<file path="src/rtl/vga_timing_pkg.sv">
// Shared VGA 640x480@60 timing constants and types, also used by renderers.
package vga_timing_pkg;

    localparam int unsigned RGB_W     = 24;
    localparam int unsigned CNT_W     = 10;

    localparam int unsigned H_VISIBLE = 640;
    localparam int unsigned H_FRONT   = 16;
    localparam int unsigned H_SYNC    = 96;
    localparam int unsigned H_BACK    = 48;
    localparam int unsigned H_TOTAL   = H_VISIBLE + H_FRONT + H_SYNC + H_BACK;

    localparam int unsigned V_VISIBLE = 480;
    localparam int unsigned V_FRONT   = 10;
    localparam int unsigned V_SYNC    = 2;
    localparam int unsigned V_BACK    = 33;
    localparam int unsigned V_TOTAL   = V_VISIBLE + V_FRONT + V_SYNC + V_BACK;

    typedef logic [RGB_W-1:0] rgb_t;
    typedef logic [CNT_W-1:0] cnt_t;

    typedef enum logic [1:0] {
        REG_VISIBLE,
        REG_FRONT,
        REG_SYNC,
        REG_BACK
    } region_e;

endpackage

</file>
<file path="src/rtl/vga_sync_ctrl_if.sv">
// Renderer-facing address/pixel port plus the registered VGA pin bundle.
interface vga_sync_ctrl_if;
    import vga_timing_pkg::*;

    rgb_t pos_data;
    cnt_t pos_x;
    cnt_t pos_y;
    logic data_req;
    logic vga_hs;
    logic vga_vs;
    logic vga_de;
    rgb_t vga_rgb;
    logic frame_start;

    modport master (
        input  pos_data,
        output pos_x, pos_y, data_req,
        output vga_hs, vga_vs, vga_de, vga_rgb, frame_start
    );

    modport slave (
        output pos_data,
        input  pos_x, pos_y, data_req,
        input  vga_hs, vga_vs, vga_de, vga_rgb, frame_start
    );
endinterface

</file>
<file path="src/rtl/vga_axis_counter.sv">
// One timing axis: wrapping position counter with terminal count and region decode.
module vga_axis_counter
    import vga_timing_pkg::*;
#(
    parameter int unsigned VISIBLE = 640,
    parameter int unsigned FRONT   = 16,
    parameter int unsigned SYNC    = 96,
    parameter int unsigned BACK    = 48
) (
    input  logic    clk,
    input  logic    rst_n,
    input  logic    en,
    output cnt_t    cnt,
    output logic    tc_c,
    output region_e region_c
);

    localparam int unsigned TOTAL      = VISIBLE + FRONT + SYNC + BACK;
    localparam int unsigned SYNC_START = VISIBLE + FRONT;
    localparam int unsigned BACK_START = SYNC_START + SYNC;

    assign tc_c = (cnt == CNT_W'(TOTAL - 1));

    always_ff @(posedge clk) begin
        if (!rst_n) begin
            cnt <= '0;
        end else if (en) begin
            cnt <= tc_c ? '0 : cnt + CNT_W'(1);
        end
    end

    // Regions are contiguous: visible, front porch, sync, back porch.
    always_comb begin
        region_c = REG_BACK;
        if (cnt < CNT_W'(VISIBLE)) begin
            region_c = REG_VISIBLE;
        end else if (cnt < CNT_W'(SYNC_START)) begin
            region_c = REG_FRONT;
        end else if (cnt < CNT_W'(BACK_START)) begin
            region_c = REG_SYNC;
        end
    end

endmodule

</file>
<file path="src/rtl/vga_sync_ctrl.sv">
// VGA raster timing: combinational pixel request, registered syncs/DE/RGB aligned one cycle later.
module vga_sync_ctrl
    import vga_timing_pkg::*;
#(
    parameter int unsigned H_VISIBLE = vga_timing_pkg::H_VISIBLE,
    parameter int unsigned H_FRONT   = vga_timing_pkg::H_FRONT,
    parameter int unsigned H_SYNC    = vga_timing_pkg::H_SYNC,
    parameter int unsigned H_BACK    = vga_timing_pkg::H_BACK,
    parameter int unsigned V_VISIBLE = vga_timing_pkg::V_VISIBLE,
    parameter int unsigned V_FRONT   = vga_timing_pkg::V_FRONT,
    parameter int unsigned V_SYNC    = vga_timing_pkg::V_SYNC,
    parameter int unsigned V_BACK    = vga_timing_pkg::V_BACK
) (
    input  logic            vga_clk,
    input  logic            rst_n,
    vga_sync_ctrl_if.master bus
);

    cnt_t    h_cnt;
    cnt_t    v_cnt;
    logic    h_tc_c;
    logic    v_tc_c;
    region_e h_region_c;
    region_e v_region_c;
    logic    visible_c;

    vga_axis_counter #(
        .VISIBLE (H_VISIBLE),
        .FRONT   (H_FRONT),
        .SYNC    (H_SYNC),
        .BACK    (H_BACK)
    ) u_h_cnt (
        .clk      (vga_clk),
        .rst_n    (rst_n),
        .en       (1'b1),
        .cnt      (h_cnt),
        .tc_c     (h_tc_c),
        .region_c (h_region_c)
    );

    // Vertical axis advances only on the horizontal wrap.
    vga_axis_counter #(
        .VISIBLE (V_VISIBLE),
        .FRONT   (V_FRONT),
        .SYNC    (V_SYNC),
        .BACK    (V_BACK)
    ) u_v_cnt (
        .clk      (vga_clk),
        .rst_n    (rst_n),
        .en       (h_tc_c),
        .cnt      (v_cnt),
        .tc_c     (v_tc_c),
        .region_c (v_region_c)
    );

    assign visible_c    = (h_region_c == REG_VISIBLE) && (v_region_c == REG_VISIBLE);
    assign bus.data_req = visible_c;
    assign bus.pos_x    = visible_c ? h_cnt : '0;
    assign bus.pos_y    = visible_c ? v_cnt : '0;

    // Pin stage: everything registered from the same counter decode so it lines up with the pixel.
    always_ff @(posedge vga_clk) begin
        if (!rst_n) begin
            bus.vga_hs      <= 1'b1;
            bus.vga_vs      <= 1'b1;
            bus.vga_de      <= 1'b0;
            bus.vga_rgb     <= '0;
            bus.frame_start <= 1'b0;
        end else begin
            bus.vga_hs      <= (h_region_c != REG_SYNC);
            bus.vga_vs      <= (v_region_c != REG_SYNC);
            bus.vga_de      <= visible_c;
            bus.vga_rgb     <= visible_c ? bus.pos_data : '0;
            bus.frame_start <= (h_cnt == '0) && (v_cnt == '0);
        end
    end

endmodule

</file>
<file path="src/flat_wrapper.sv">
// flat-port wrapper written by rule: the top's interface ports become plain ports
module vga_sync_ctrl_flat import vga_timing_pkg::*;
#(
    parameter int unsigned H_VISIBLE = vga_timing_pkg::H_VISIBLE,
    parameter int unsigned H_FRONT   = vga_timing_pkg::H_FRONT,
    parameter int unsigned H_SYNC    = vga_timing_pkg::H_SYNC,
    parameter int unsigned H_BACK    = vga_timing_pkg::H_BACK,
    parameter int unsigned V_VISIBLE = vga_timing_pkg::V_VISIBLE,
    parameter int unsigned V_FRONT   = vga_timing_pkg::V_FRONT,
    parameter int unsigned V_SYNC    = vga_timing_pkg::V_SYNC,
    parameter int unsigned V_BACK    = vga_timing_pkg::V_BACK
)
  (vga_clk, rst_n, bus_pos_data, bus_pos_x, bus_pos_y, bus_data_req, bus_vga_hs, bus_vga_vs, bus_vga_de, bus_vga_rgb, bus_frame_start);
  vga_sync_ctrl_if bus_i ();
  input  logic vga_clk;
  input  logic rst_n;
  input wire logic [$bits(bus_i.pos_data)-1:0] bus_pos_data;
  output wire logic [$bits(bus_i.pos_x)-1:0] bus_pos_x;
  output wire logic [$bits(bus_i.pos_y)-1:0] bus_pos_y;
  output wire logic [$bits(bus_i.data_req)-1:0] bus_data_req;
  output wire logic [$bits(bus_i.vga_hs)-1:0] bus_vga_hs;
  output wire logic [$bits(bus_i.vga_vs)-1:0] bus_vga_vs;
  output wire logic [$bits(bus_i.vga_de)-1:0] bus_vga_de;
  output wire logic [$bits(bus_i.vga_rgb)-1:0] bus_vga_rgb;
  output wire logic [$bits(bus_i.frame_start)-1:0] bus_frame_start;
  assign bus_i.pos_data = bus_pos_data;
  assign bus_pos_x = bus_i.pos_x;
  assign bus_pos_y = bus_i.pos_y;
  assign bus_data_req = bus_i.data_req;
  assign bus_vga_hs = bus_i.vga_hs;
  assign bus_vga_vs = bus_i.vga_vs;
  assign bus_vga_de = bus_i.vga_de;
  assign bus_vga_rgb = bus_i.vga_rgb;
  assign bus_frame_start = bus_i.frame_start;
  vga_sync_ctrl #(.H_VISIBLE(H_VISIBLE), .H_FRONT(H_FRONT), .H_SYNC(H_SYNC), .H_BACK(H_BACK), .V_VISIBLE(V_VISIBLE), .V_FRONT(V_FRONT), .V_SYNC(V_SYNC), .V_BACK(V_BACK)) u_core (.vga_clk(vga_clk), .rst_n(rst_n), .bus(bus_i));
endmodule
</file>
<file path="config.mk">
export PLATFORM = sky130hd
export DESIGN_NAME = vga_sync_ctrl_flat
export DESIGN_NICKNAME = d
export VERILOG_FILES = /design/src/rtl/vga_timing_pkg.sv /design/src/rtl/vga_sync_ctrl_if.sv /design/src/rtl/vga_axis_counter.sv /design/src/rtl/vga_sync_ctrl.sv /design/src/flat_wrapper.sv
export SDC_FILE = /design/constraint.sdc
export NUM_CORES = 1
export LEC_CHECK = 0
export ABC_AREA = 1
export BUFFER_PORTS_ARGS = -buffer_cell sky130_fd_sc_hd__buf_4
export CAP_MARGIN = 20
export CORE_MARGIN = 4
export CORE_UTILIZATION = 49
export DETAILED_ROUTE_END_ITERATION = 10
export PLACE_DENSITY = 0.89
export REMOVE_ABC_BUFFERS = 1
export SLEW_MARGIN = 20
export SYNTH_ARGS = -nofsm -noshare
export SYNTH_HDL_FRONTEND = slang
export SYNTH_SLANG_ARGS = --single-unit
</file>
<file path="constraint.sdc">
create_clock -name vga_clk -period 1.6 [get_ports vga_clk]
set_input_delay 0.32 -clock vga_clk [delete_from_list [all_inputs] [get_ports vga_clk]]
set_output_delay 0.32 -clock vga_clk [all_outputs]
set_load 0.01 [all_outputs]
</file>
---- Word-level counts from Yosys, hierarchy flattened ----
Cells that the tools add are included.
cells by class
  add/subtract/negate cells ............... 2
  magnitude comparators ................... 6
  eq/ne operators ......................... 4
  mux-type cells .......................... 9
  bitwise operators ....................... 1
  reduce and logical (&&, ||, !) cells .... 8
operators with widths
  kind                                                                    count
  10-bit < comparator (second input constant)                             3
  10-bit by 9-bit < comparator with 1-bit output (second input constant)  3
  10-bit 2-to-1 mux                                                       3
  10-bit by 1-bit adder with 10-bit output (second input constant)        2
  10-bit equality test (second input constant)                            2
  10-bit logical NOT                                                      2
  2-bit 2-to-1 mux                                                        4
  2-bit logical NOT                                                       2
  2-bit != test (second input constant)                                   2
  1-bit logical AND                                                       2
  1-bit 2-to-1 mux                                                        2
  2-bit AND reduction                                                     1
  2-bit OR reduction                                                      1
  1-bit inverter                                                          1
word-level totals
  flip-flop bits (word level) ............. 48
  input bits .............................. 26
  logic and storage cells ................. 37

---- Longest topological paths before layout ----
  depth in word-level cells ............... 7
  gate-level depth with buffers ........... 9

---- Modules after synthesis ----
From an unflattened synthesis, not the netlist that was laid out.
second synthesis, totals
  cell total of the unflattened synthesis .. 316
  area total of the unflattened synthesis .. 2334.7 sq um
by module, submodules not included
  module                             times used  cells each  area each (sq um)
  vga_sync_ctrl                      1           149         1193.6
  vga_axis_counter (u_core.u_v_cnt)  1           83          578.1
  vga_axis_counter (u_core.u_h_cnt)  1           84          563.0

---- Least setup slack after synthesis ----
Ideal clock, no wire load.
  kind .................................... reg-to-output
  from .................................... register u_core.u_h_cnt.cnt[8]
  to ...................................... output bus_pos_x[0]
  arrival time ............................ 1.075 ns
  data required time ...................... 1.280 ns
  setup slack ............................. 0.205 ns
  stages on the path, launching flop included .. 7
  path through ............................ dfxtp_1 nand2_2 inv_1 nor3_2 nand2_1 buf_2 nor2_1
on the way
  word-level cells in the longest chain between the ends .. 7
RTL lines
  element                 RTL line                RTL
  start, declared         vga_axis_counter.sv:13  output cnt_t cnt,
  start signal, assigned  vga_axis_counter.sv:28  cnt <= tc_c ? '0 : cnt + CNT_W'(1);
  10-bit < comparator     vga_axis_counter.sv:39  end else if (cnt < CNT_W'(BACK_START)) begin
  1-bit 2-to-1 mux        vga_axis_counter.sv:39
  2-bit 2-to-1 mux        vga_axis_counter.sv:37  end else if (cnt < CNT_W'(SYNC_START)) begin
  2-bit 2-to-1 mux (*)    vga_axis_counter.sv:35  if (cnt < CNT_W'(VISIBLE)) begin
  2-bit logical NOT (*)   vga_sync_ctrl.sv:56     assign visible_c = (h_region_c == REG_VISIBLE) && (v_region_c == REG_VISIBLE);
  1-bit logical AND (*)   vga_sync_ctrl.sv:56
  10-bit 2-to-1 mux (*)   vga_sync_ctrl.sv:58     assign bus.pos_x = visible_c ? h_cnt : '0;
  end, declared           flat_wrapper.sv:18      output wire logic [$bits(bus_i.pos_x)-1:0] bus_pos_x;
Mark *: on every way between the ends. The rest lies on a longest branch, timed or not.

---- Final worst setup path ----
  from .................................... register u_core.u_h_cnt.cnt[8]
  to ...................................... output bus_pos_x[8]
on the way
  word-level cells in the longest chain between the ends .. 7
RTL lines
  element                RTL line
  10-bit < comparator    vga_axis_counter.sv:39
  1-bit 2-to-1 mux       vga_axis_counter.sv:39
  2-bit 2-to-1 mux       vga_axis_counter.sv:37
  2-bit 2-to-1 mux       vga_axis_counter.sv:35
  2-bit logical NOT      vga_sync_ctrl.sv:56
  1-bit logical AND      vga_sync_ctrl.sv:56
  10-bit 2-to-1 mux (*)  vga_sync_ctrl.sv:58
Marks and branches as above.

==> impl_metrics.tcl <==
set metrics [dict create \
    status "complete, but fails checks" \
    violations "negative setup slack" \
    syn_inst 294 \
    cts_sinks 48 \
    via_per_inst 5.294 \
    critPathRequiredTime_ns 1.28 \
    hold-worst-slack_ns 0.2247 \
    gp_congestion 0.9181 \
    placed_cell_area_sq_mm 0.002834 \
    fp.dieW_um 74.50 \
    critPathTopFamily "simple AND/OR/NAND/NOR gates" \
    slowest_stage "dfxtp_4" \
    clk_latency_ns 0.31 \
    die-area_sq_mm 0.005550 \
    dr.pass1.iters 5 \
    nNetsFinal 421 \
    reg2reg_slack_ns 0.03 \
    peakVddDrop_v 0.0008660 \
    hold_violations 0 \
    r2r_start "u_core.u_h_cnt.cnt[0]" \
    worstSetupPathDepth 7 \
    clock_path_buffers 2 \
    holdPathStages 3 \
    grt_pass1_wl_um 9522 \
    hold_path.class "input pin to flip-flop" \
    drv_cap 0 \
    clk_pin_slew_ns 0.09 \
    cts_tree "built" \
    startpoint_type "flip-flop" \
    drtIter0Drc 237 \
    rsz0062_at_grt "true" \
    slowest_delay_ns 0.38 \
    grt_max_degree 26 \
    reg2regPathDepth 8 \
    overflow 0 \
    cts-root-buf "clkbuf_8" \
    initial_utilization_pct 52.29 \
    final_cell_mix "83 x buf_4, 55 x inv_1, 44 x nand2_1, 41 x dfxtp_1, 30 x nor2_1" \
    num_vias 2340 \
    synth-warning-count 0 \
    rows 23 \
    p_seq_share_pct 51.0 \
    maxSlewViolCount 0 \
    crit_top_cell "nand2_4" \
    antenna_found_initial 0 \
    die_h_um 74.50 \
    grt.total_usage_pct 22.58 \
    final_common_cell "buf_4" \
    crit_buf_inv 3 \
    critPathCapture "bus_pos_x[8]" \
    syn_area_per_cell_sq_um 7.371 \
    crit_chain "nand2_4 -> inv_4 -> nor3_4 -> nand2_4 -> buf_8 -> nor2_2 -> buf_4" \
    ys_seq_elements 48 \
    cts_made_buffers 5 \
    crit_path_end_kind "primary output" \
    wl_um 7073 \
    routedWlPerCell_um 16.00 \
    cp-startpoint "u_core.u_h_cnt.cnt[8]" \
    drtAntennaViolNets 0 \
    syn_to_final_growth_pct 51.15 \
    p_switching_uw 582.7 \
    power_density_mw_per_mm2 751.1 \
    timing.final.crit_share_pct 118.6 \
    yosysSeqAreaShare_pct 44.34 \
    htreeDepth 2 \
    drive_above_1_share_pct 45.66 \
    swShare_pct 23.68 \
    power_frac_clock_pct 38.4 \
    rr_endpoint "u_core.u_h_cnt.cnt[3]" \
    p_total_uw 2460 \
    synth.distinct_cells 26 \
    drcViolationCount 0 \
    num_antenna_cells 0 \
    setup_viol 20 \
    hpwl_um 4282 \
    min_period_ns 1.897 \
    p_int_uw 1878 \
    io_pins 75 \
    fmax_mhz 527.1 \
    final_area_sq_mm 0.003276 \
    setup_slack_ns -0.2971 \
    mappedNetlistArea_sq_mm 0.002167 \
    place.port_buffers 73 \
    critPathMaxFanout 7 \
    comb_power_share_pct 10.6 \
    grt_pass1_vias 2145 \
    fin_skew_ns 0.006339 \
    critPathKind "flip-flop to primary output" \
    core-area_sq_mm 0.004144 \
    p_leak_uw 0.001650 \
    arrival_ns 1.58 \
]
sequential cells by signal, indices dropped and copies added (netlist names):
signal                  flops
u_core.bus.frame_start      1
u_core.bus.vga_vs           1
u_core.bus.vga_de           1
u_core.u_h_cnt.cnt         10
u_core.u_v_cnt.cnt         10
u_core.bus.vga_hs           1
u_core.bus.vga_rgb         24
Yosys cell counts:
cell,number,area [sq um]
dfxtp_1,48,960.9
nand4_1,8,50.05
nor2_1,49,183.9
nand3_2,3,30.03
nand4_4,1,21.27
a21oi_1,8,40.04
buf_6,3,33.78
inv_2,1,3.750
o2111ai_1,1,8.760
xor2_1,3,26.28
buf_2,4,20.02
o21ai_0,3,15.01
ha_1,4,50.05
conb_1,1,3.750
nor3_1,4,20.02
nand2_2,4,25.02
nor2_4,3,33.78
nor2_2,20,125.1
nand3_1,14,70.07
nand2_1,47,176.4
inv_1,60,225.2
nand2_4,1,11.26
nor3_2,1,10.01
buf_4,1,7.510
or2_2,1,6.260
o21ai_2,1,8.760
area by class of cell:
type	instances	area (sq um)
Inverter	61	234.0
Multi-Input combinational cell	177	1077
Sequential cell	48	972.2
Tap cell	50	62.56
Clock inverter	2	38.79
Fill cell	234	868.3
Clock buffer	6	82.58
Timing Repair Buffer	98	808.3
stage by stage:
step / TNS [ns] / instances / setup WS [ns] / utilization [%]
2_1_floorplan: 0 / 286 / 0.04829 / -
3_3_place_gp: -0.001736 / 423 / -0.001736 / 68.39
3_5_place_dp: -0.09592 / 423 / -0.01857 / 68.39
4_1_cts: -4.485 / 433 / -0.2383 / 73.01
5_1_grt: -6.227 / 442 / -0.3627 / 79.05
6_report: -4.895 / 442 / -0.2971 / 79.05
worst min-delay path by stage:
stage	endpoint	slack, ns	startpoint
after global placement	u_core.u_h_cnt.cnt[0]	0.44	u_core.u_h_cnt.cnt[0]
final	u_core.bus.vga_rgb[10]	0.22	bus_pos_data[10]
after global routing	u_core.bus.vga_rgb[10]	0.22	bus_pos_data[10]
after CTS	u_core.bus.vga_rgb[10]	0.22	bus_pos_data[10]
after floorplan	u_core.bus.vga_hs	0.42	rst_n
after detailed placement	u_core.u_h_cnt.cnt[0]	0.49	u_core.u_h_cnt.cnt[0]
cell families after synthesis:
logic type               after synthesis  synth area share, %
XOR/XNOR                               3                1.213
buffers and inverters                 69                13.39
AO/OA/AOI/OAI                         13                3.349
AND/OR/NAND/NOR                      156                35.22
adder cells (fa/ha/maj)                4                2.310
flip-flops                            48                44.34
other                                  1               0.1730
routing by layer:
metal / wire [um] / up-vias / global-route usage, %
met4: 300 / 0 / 8.103
met1: 2504 / 1073 / 24.77
met5: 0 / - / 0
li1: - / 1070 / -
met3: 824 / 41 / 10.68
met2: 3444 / 156 / 38.15
worst min-delay path, stage by stage:
cell	delay, ns
buf_4	0.08
inv_1	0.03
nor2_1	0.08
power groups by stage:
stage	combinational [uW]	clock [uW]	sequential, uW
after detailed placement	242	0	1280
after floorplan	81.3	0	1300
after global placement	233	0	1280
after CTS	246	935	1250
final	260	945	1260
after global routing	285	986	1260
repair_timing:
| item | 4_1_cts | 5_1_grt |
|---|---|---|
| hold buffers | 0 | 0 |
| endpoints found under the setup margin | 20 | 26 |
| resized for setup | 20 | 53 |
| pin swaps | 3 | 6 |
| setup buffers | 2 | 9 |
| cloned | 0 | 0 |
Note: power is estimated with default switching activity, not from simulation.
